## src/rtl/ldiv_result_buffer.sv

```systemverilog
// ldiv_result_buffer
// Purpose : result FIFO behind the fixed-latency long divider. It absorbs
//           divider results while the consumer stalls, presents them on a
//           ready/valid master port, and returns a credit (issue_ok) so the
//           issuer never starts more work than the FIFO can hold.
// Latency : a push at cycle N shows on m_valid/m_quotient/m_remainder at N+1.
//           There is no empty bypass.
// Backpressure: m_ready low holds the head entry stable. issue_ok falls when
//           stored results plus results still inside the divider reach DEPTH.
// Optional feature: define LDIV_RESULT_BUFFER_ERR_EN to get sticky err flags
//           and saturating in-flight accounting. Without it, err is 3'b000 and
//           the counters wrap.
// Ports   : clk, resetb (async, active-low)
//           issue_in / issue_ok            - issuer handshake (credit)
//           div_quotient_in, div_remainder_in, div_valid_in - divider output
//           m_quotient, m_remainder, m_valid, m_ready       - consumer port
//           count, in_flight, err          - status
module ldiv_result_buffer #(
  parameter int NUMERATOR_WIDTH = 23,
  parameter int QUOTIENT_WIDTH  = 23,
  parameter int DEPTH           = 16,
  localparam int CW             = $clog2(DEPTH + 1)
) (
  input  logic                       clk,
  input  logic                       resetb,
  input  logic                       issue_in,
  output logic                       issue_ok,
  input  logic [QUOTIENT_WIDTH-1:0]  div_quotient_in,
  input  logic [NUMERATOR_WIDTH-1:0] div_remainder_in,
  input  logic                       div_valid_in,
  output logic [QUOTIENT_WIDTH-1:0]  m_quotient,
  output logic [NUMERATOR_WIDTH-1:0] m_remainder,
  output logic                       m_valid,
  input  logic                       m_ready,
  output logic [CW-1:0]              count,
  output logic [CW-1:0]              in_flight,
  output logic [2:0]                 err
);

  localparam int AW = (DEPTH > 1) ? $clog2(DEPTH) : 1;

  logic [QUOTIENT_WIDTH-1:0]  mem_q [DEPTH];
  logic [NUMERATOR_WIDTH-1:0] mem_r [DEPTH];

  logic [AW-1:0] wr_ptr;
  logic [AW-1:0] rd_ptr;
  logic [AW-1:0] rd_ptr_inc;
  logic [AW-1:0] wr_ptr_inc;

  logic          pop;
  logic          full;
  logic          push_acc;
  logic [CW-1:0] count_nxt;
  logic [CW-1:0] in_flight_nxt;
  logic [CW:0]   occupancy;

  // DEPTH is a power of two, so the natural AW-bit wrap is modulo DEPTH.
  assign rd_ptr_inc = rd_ptr + AW'(1);
  assign wr_ptr_inc = wr_ptr + AW'(1);

  assign pop  = m_valid & m_ready;
  assign full = (count == CW'(DEPTH));
  // On a full FIFO a push can still go in if the head leaves in the same cycle.
  assign push_acc = div_valid_in & (~full | pop);

  // The credit is computed from registers only, so issue_in has no
  // combinational path back to issue_ok.
  assign occupancy = {1'b0, count} + {1'b0, in_flight};
  assign issue_ok  = (occupancy < (CW+1)'(DEPTH));

  always_comb begin
    count_nxt = count;
    case ({push_acc, pop})
      2'b10:   count_nxt = count + CW'(1);
      2'b01:   count_nxt = count - CW'(1);
      default: count_nxt = count;
    endcase
  end

  always_comb begin
    in_flight_nxt = in_flight;
    case ({issue_in, div_valid_in})
`ifdef LDIV_RESULT_BUFFER_ERR_EN
      2'b10:   if (in_flight != CW'(DEPTH)) in_flight_nxt = in_flight + CW'(1);
      2'b01:   if (in_flight != CW'(0))     in_flight_nxt = in_flight - CW'(1);
`else
      2'b10:   in_flight_nxt = in_flight + CW'(1);
      2'b01:   in_flight_nxt = in_flight - CW'(1);
`endif
      default: in_flight_nxt = in_flight;
    endcase
  end

  // Storage has no reset; the contents are only meaningful below count.
  always_ff @(posedge clk) begin
    if (push_acc) begin
      mem_q[wr_ptr] <= div_quotient_in;
      mem_r[wr_ptr] <= div_remainder_in;
    end
  end

  always_ff @(posedge clk or negedge resetb) begin
    if (!resetb) begin
      wr_ptr    <= '0;
      rd_ptr    <= '0;
      count     <= '0;
      in_flight <= '0;
      m_valid   <= 1'b0;
    end else begin
      if (push_acc) wr_ptr <= wr_ptr_inc;
      if (pop)      rd_ptr <= rd_ptr_inc;
      count     <= count_nxt;
      in_flight <= in_flight_nxt;
      m_valid   <= (count_nxt != CW'(0));
    end
  end

  // Head register. After a pop, the next entry comes from memory unless the
  // FIFO held a single entry. In that case the only candidate is the push
  // arriving in the same cycle, which is not in memory yet.
  always_ff @(posedge clk or negedge resetb) begin
    if (!resetb) begin
      m_quotient  <= '0;
      m_remainder <= '0;
    end else if (pop) begin
      if (count == CW'(1)) begin
        if (push_acc) begin
          m_quotient  <= div_quotient_in;
          m_remainder <= div_remainder_in;
        end
      end else begin
        m_quotient  <= mem_q[rd_ptr_inc];
        m_remainder <= mem_r[rd_ptr_inc];
      end
    end else if (count == CW'(0) && push_acc) begin
      m_quotient  <= div_quotient_in;
      m_remainder <= div_remainder_in;
    end
  end

`ifdef LDIV_RESULT_BUFFER_ERR_EN
  logic [2:0] err_q;

  always_ff @(posedge clk or negedge resetb) begin
    if (!resetb) begin
      err_q <= 3'b000;
    end else begin
      if (div_valid_in & ~push_acc)                          err_q[0] <= 1'b1;
      if (div_valid_in & ~issue_in & (in_flight == CW'(0)))  err_q[1] <= 1'b1;
      if (issue_in & ~issue_ok)                              err_q[2] <= 1'b1;
    end
  end

  assign err = err_q;
`else
  assign err = 3'b000;
`endif

endmodule

```

## config.mk

```make
export PLATFORM = sky130hd
export DESIGN_NAME = ldiv_result_buffer
export DESIGN_NICKNAME = d
export VERILOG_FILES = /design/src/rtl/ldiv_result_buffer.sv
export SDC_FILE = /design/constraint.sdc
export NUM_CORES = 1
export LEC_CHECK = 0
export ABC_AREA = 1
export ABC_CLOCK_PERIOD_IN_PS = 5000
export CAP_MARGIN = 20
export CORE_MARGIN = 2
export CORE_UTILIZATION = 25
export DETAILED_ROUTE_END_ITERATION = 10
export GPL_TIMING_DRIVEN = 0
export HOLD_SLACK_MARGIN = 0.06
export PLACE_DENSITY = 0.47
export SLEW_MARGIN = 10
export SYNTH_ARGS = -nofsm -noshare
export SYNTH_HDL_FRONTEND = slang
export SYNTH_SLANG_ARGS = --single-unit
```

## constraint.sdc

```tcl
create_clock -name clk -period 5 [get_ports clk]
set_input_delay 1 -clock clk [delete_from_list [all_inputs] [get_ports clk]]
set_output_delay 1 -clock clk [all_outputs]
set_load 0.1 [all_outputs]
```

==> results of run 1 <==
synthesized netlist by cell type:
| master | instances | area, um2 |
|---|---|---|
| inv_2 | 1 | 3.75 |
| nand4_1 | 5 | 31.3 |
| xor2_1 | 7 | 61.3 |
| buf_1 | 7 | 26.3 |
| o21ai_1 | 1 | 5.00 |
| inv_1 | 28 | 105 |
| nand2_1 | 1092 | 4100 |
| a21oi_1 | 4 | 20.0 |
| fa_1 | 1 | 20.0 |
| clkinv_1 | 1 | 3.75 |
| nor2_2 | 1 | 6.26 |
| buf_2 | 118 | 591 |
| o21a_1 | 1 | 7.51 |
| dfrtp_1 | 65 | 1630 |
| or2_2 | 2 | 12.5 |
| buf_4 | 9 | 67.6 |
| buf_6 | 6 | 67.6 |
| o21ai_0 | 8 | 40.0 |
| conb_1 | 1 | 3.75 |
| a31o_2 | 1 | 8.76 |
| o21ai_2 | 1 | 8.76 |
| a31oi_1 | 1 | 6.26 |
| ha_1 | 17 | 213 |
| nor3_1 | 1 | 5.00 |
| xnor2_1 | 4 | 35.0 |
| edfxtp_1 | 736 | 22100 |
| nor2_1 | 120 | 450 |
| nand3_1 | 619 | 3100 |
| clkbuf_1 | 38 | 143 |
area by class of cell:
| cell class | instances | area share, % |
|---|---|---|
| Buffer | 178 | 2.25 |
| Tap cell | 1755 | 5.53 |
| Timing Repair Buffer | 141 | 4.47 |
| Inverter | 30 | 0.283 |
| Multi-Input combinational cell | 1889 | 20.8 |
| Clock buffer | 113 | 5.93 |
| Sequential cell | 801 | 59.7 |
| Clock inverter | 42 | 1.03 |
registers in the layout, summed over array words and instances, names as in the netlist:
name,cells
m_remainder,23
mem_q,368
m_valid,1
m_quotient,23
wr_ptr,4
in_flight,5
rd_ptr,4
mem_r,368
count,5
metal layers:
| metal | track usage, % | part of all wire, % |
|---|---|---|
| met5 | 0 | 0.042 |
| met4 | 5.05 | 2.9 |
| met3 | 1.93 | 4.5 |
| met2 | 24.8 | 49 |
| met1 | 18.6 | 44 |
path summary, 6_finish.rpt:
check	from	endpoint	slack, ps
max	count[1]	issue_ok	960
min	resetb	m_quotient[20]	310
max reg2reg	count[0]	mem_q[1][4]	2020
min reg2reg	m_quotient[18]	m_quotient[18]	480
max in group asynchronous	resetb	wr_ptr[2]	4050
min in group clk	m_quotient[18]	m_quotient[18]	480
stage by stage:
step	instance area, um2	hold slack (ps)	power, mW	worst slack (ps)
floorplan	32900	473	17.0	641
global placement	36200	466	21.9	-1930
detailed placement	37000	468	22.1	1180
CTS	39700	305	28.4	891
global route	39700	335	29.8	871
finish	39700	308	28.0	963
cells by family after synthesis:
logic type	share of synthesized area [%]
and+or+nand+nor	23.4
AOI/OAI and AO/OA	0.293
other	0.0114
adders and majority gates	0.708
buffers and inverters	3.06
DFF	72.2
xor gates and xnor gates	0.293
power groups by stage:
| stage | combinational, mW | clock (mW) | sequential (mW) |
|---|---|---|---|
| 2_1_floorplan | 6.69 | 0 | 10.3 |
| 3_3_place_gp | 13.1 | 0 | 8.77 |
| 3_5_place_dp | 13.4 | 0 | 8.68 |
| 4_1_cts | 13.4 | 6.47 | 8.54 |
| 5_1_grt | 14.5 | 6.71 | 8.61 |
| 6_report | 13.2 | 6.34 | 8.53 |
==> impl_metrics.ini, run 1 <==
[pwr]
powerDensity_nw_per_um2 = 705
clkPwrFrac_pct = 22.6
power.leakage_nw = 14.6
p_sw_share_pct = 45.4
p_int_mw = 15.3
pwr-share-seq_pct = 30.4
p_sw_mw = 12.7
p_comb_share_pct = 47.0
peakVddDrop_v = 0.000352

[setup_path]
cp_num_cells = 5
cp-start-kind = register
worst_r2r_path_depth = 9
worst-path-buf-inv = 1
worst-setup-path-type = register to primary output
crit_chain = ha_1 > a31o_2 > a21oi_1 > o21a_1 > clkdlybuf4s50_1
crit_slowest_cell = clkdlybuf4s50_1
cp_top_family = buffers and inverters
arrival_ps = 3040
crit_path_max_incr_delay_ps = 1120
endpoint_kind = primary output
critPathMaxFanout = 7
crit_required_ps = 4000

[layout]
n_antenna_cell = 0
fillers = 13400
finalNonFillerCells = 4949
final_common_cell = nand2_1
synthToLayoutAreaGrowth_pct = 20.9
multiInputGateArea_um2 = 8260
fin_nets = 3195
final_cell_mix = nand2_1 (1092), edfxtp_1 (736), nand3_1 (619)
drive_above_1_share_pct = 9.67
regArea_um2 = 23700
utilization_pct = 30.3

[placed_design]
place_inst = 4794
gp_congestion = 0.736
hpwlAfterDp_um = 68400
portBuffers = 108

[sta]
period_share_pct = 80.7
slew_viol_final = 0
post-route-min-period_ps = 4040
final.setup.tns_ps = 0
tightest_slew_ps = 1050
final_hold_viol_count = 0
slew_headroom_pct = 29.8
setup_viol = 0
final.setup_skew_ps = 21.1
rsz0062_at_grt = no
max_freq_ghz = 0.248

[flow_run]
maxCapViolations = 0

[yosys]
seq_area_frac_synth_pct = 72.2
ys_warn_count = 0
syn_inst = 2896
syn_area_um2 = 32900
syn_area_per_cell_um2 = 11.3
ys_ff_latch = 801
ys_types = 29

[worst_hold_path]
hp-class = primary input to asynchronous set/reset pin

[clock_tree]
numCtsBuffers = 85
clk_latency_ps = 650
ctsHoldBuffers = 0
clkSinkCount = 801
h-tree-depth = 3
cts_tree = done
cts_buffer_depth = 3
root_buffer = clkbuf_16
clk_pin_slew_worst_paths_ps = 60
cts-resized-gates = 0
post-cts-setup-buffers = 0

[die]
design.core.area_um2 = 131000
rows = 133
io_pins = 112
die_y_um = 367
start_util_pct = 25.1
dieArea_um2 = 134000
die_w_um = 367

[detailed_routing]
ant_nets = 0
num_vias = 21800
drc = 0
finalWirelength_um = 98700
wl_per_cell_um = 19.9
firstDrtPassIters = 6
viasPerCell = 4.40
drt_iter0_drc = 1610

[grt]
grt_pass1_wl_um = 145000
grt_overflow_total = 0
antenna_found_initial = 6
grt_pass1_vias = 21400
track_usage_pct = 14.4
grt_start_max_net_pins = 40

[outcome]
status = finished clean
Power figures use the tool's default switching activity.
==> run 2, diff against run 1 <==
--- a/config.mk
+++ b/config.mk
@@ -6,7 +6,7 @@
 export NUM_CORES = 1
 export LEC_CHECK = 0
 export ABC_AREA = 1
-export ABC_CLOCK_PERIOD_IN_PS = 5000
+export ABC_CLOCK_PERIOD_IN_PS = 3980
 export CAP_MARGIN = 20
 export CORE_MARGIN = 2
 export CORE_UTILIZATION = 25
==> constraint.sdc (replaced) <==
create_clock -name clk -period 3.98 [get_ports clk]
set_input_delay 0.796 -clock clk [delete_from_list [all_inputs] [get_ports clk]]
set_output_delay 0.796 -clock clk [all_outputs]
set_load 0.1 [all_outputs]
==> results of run 2 <==
The final DEF is identical to that of run 1. Status: finished clean.
Among the figures that moved: setup slack after placement 1180 ps -> 364 ps; setup slack after layout 963 ps -> 147 ps; hold slack 308 ps -> 104 ps; register-to-register setup slack 2020 ps -> 1000 ps; total power 28.0 mW -> 35.2 mW; worst IR drop on VDD 0.000352 V -> 0.000442 V
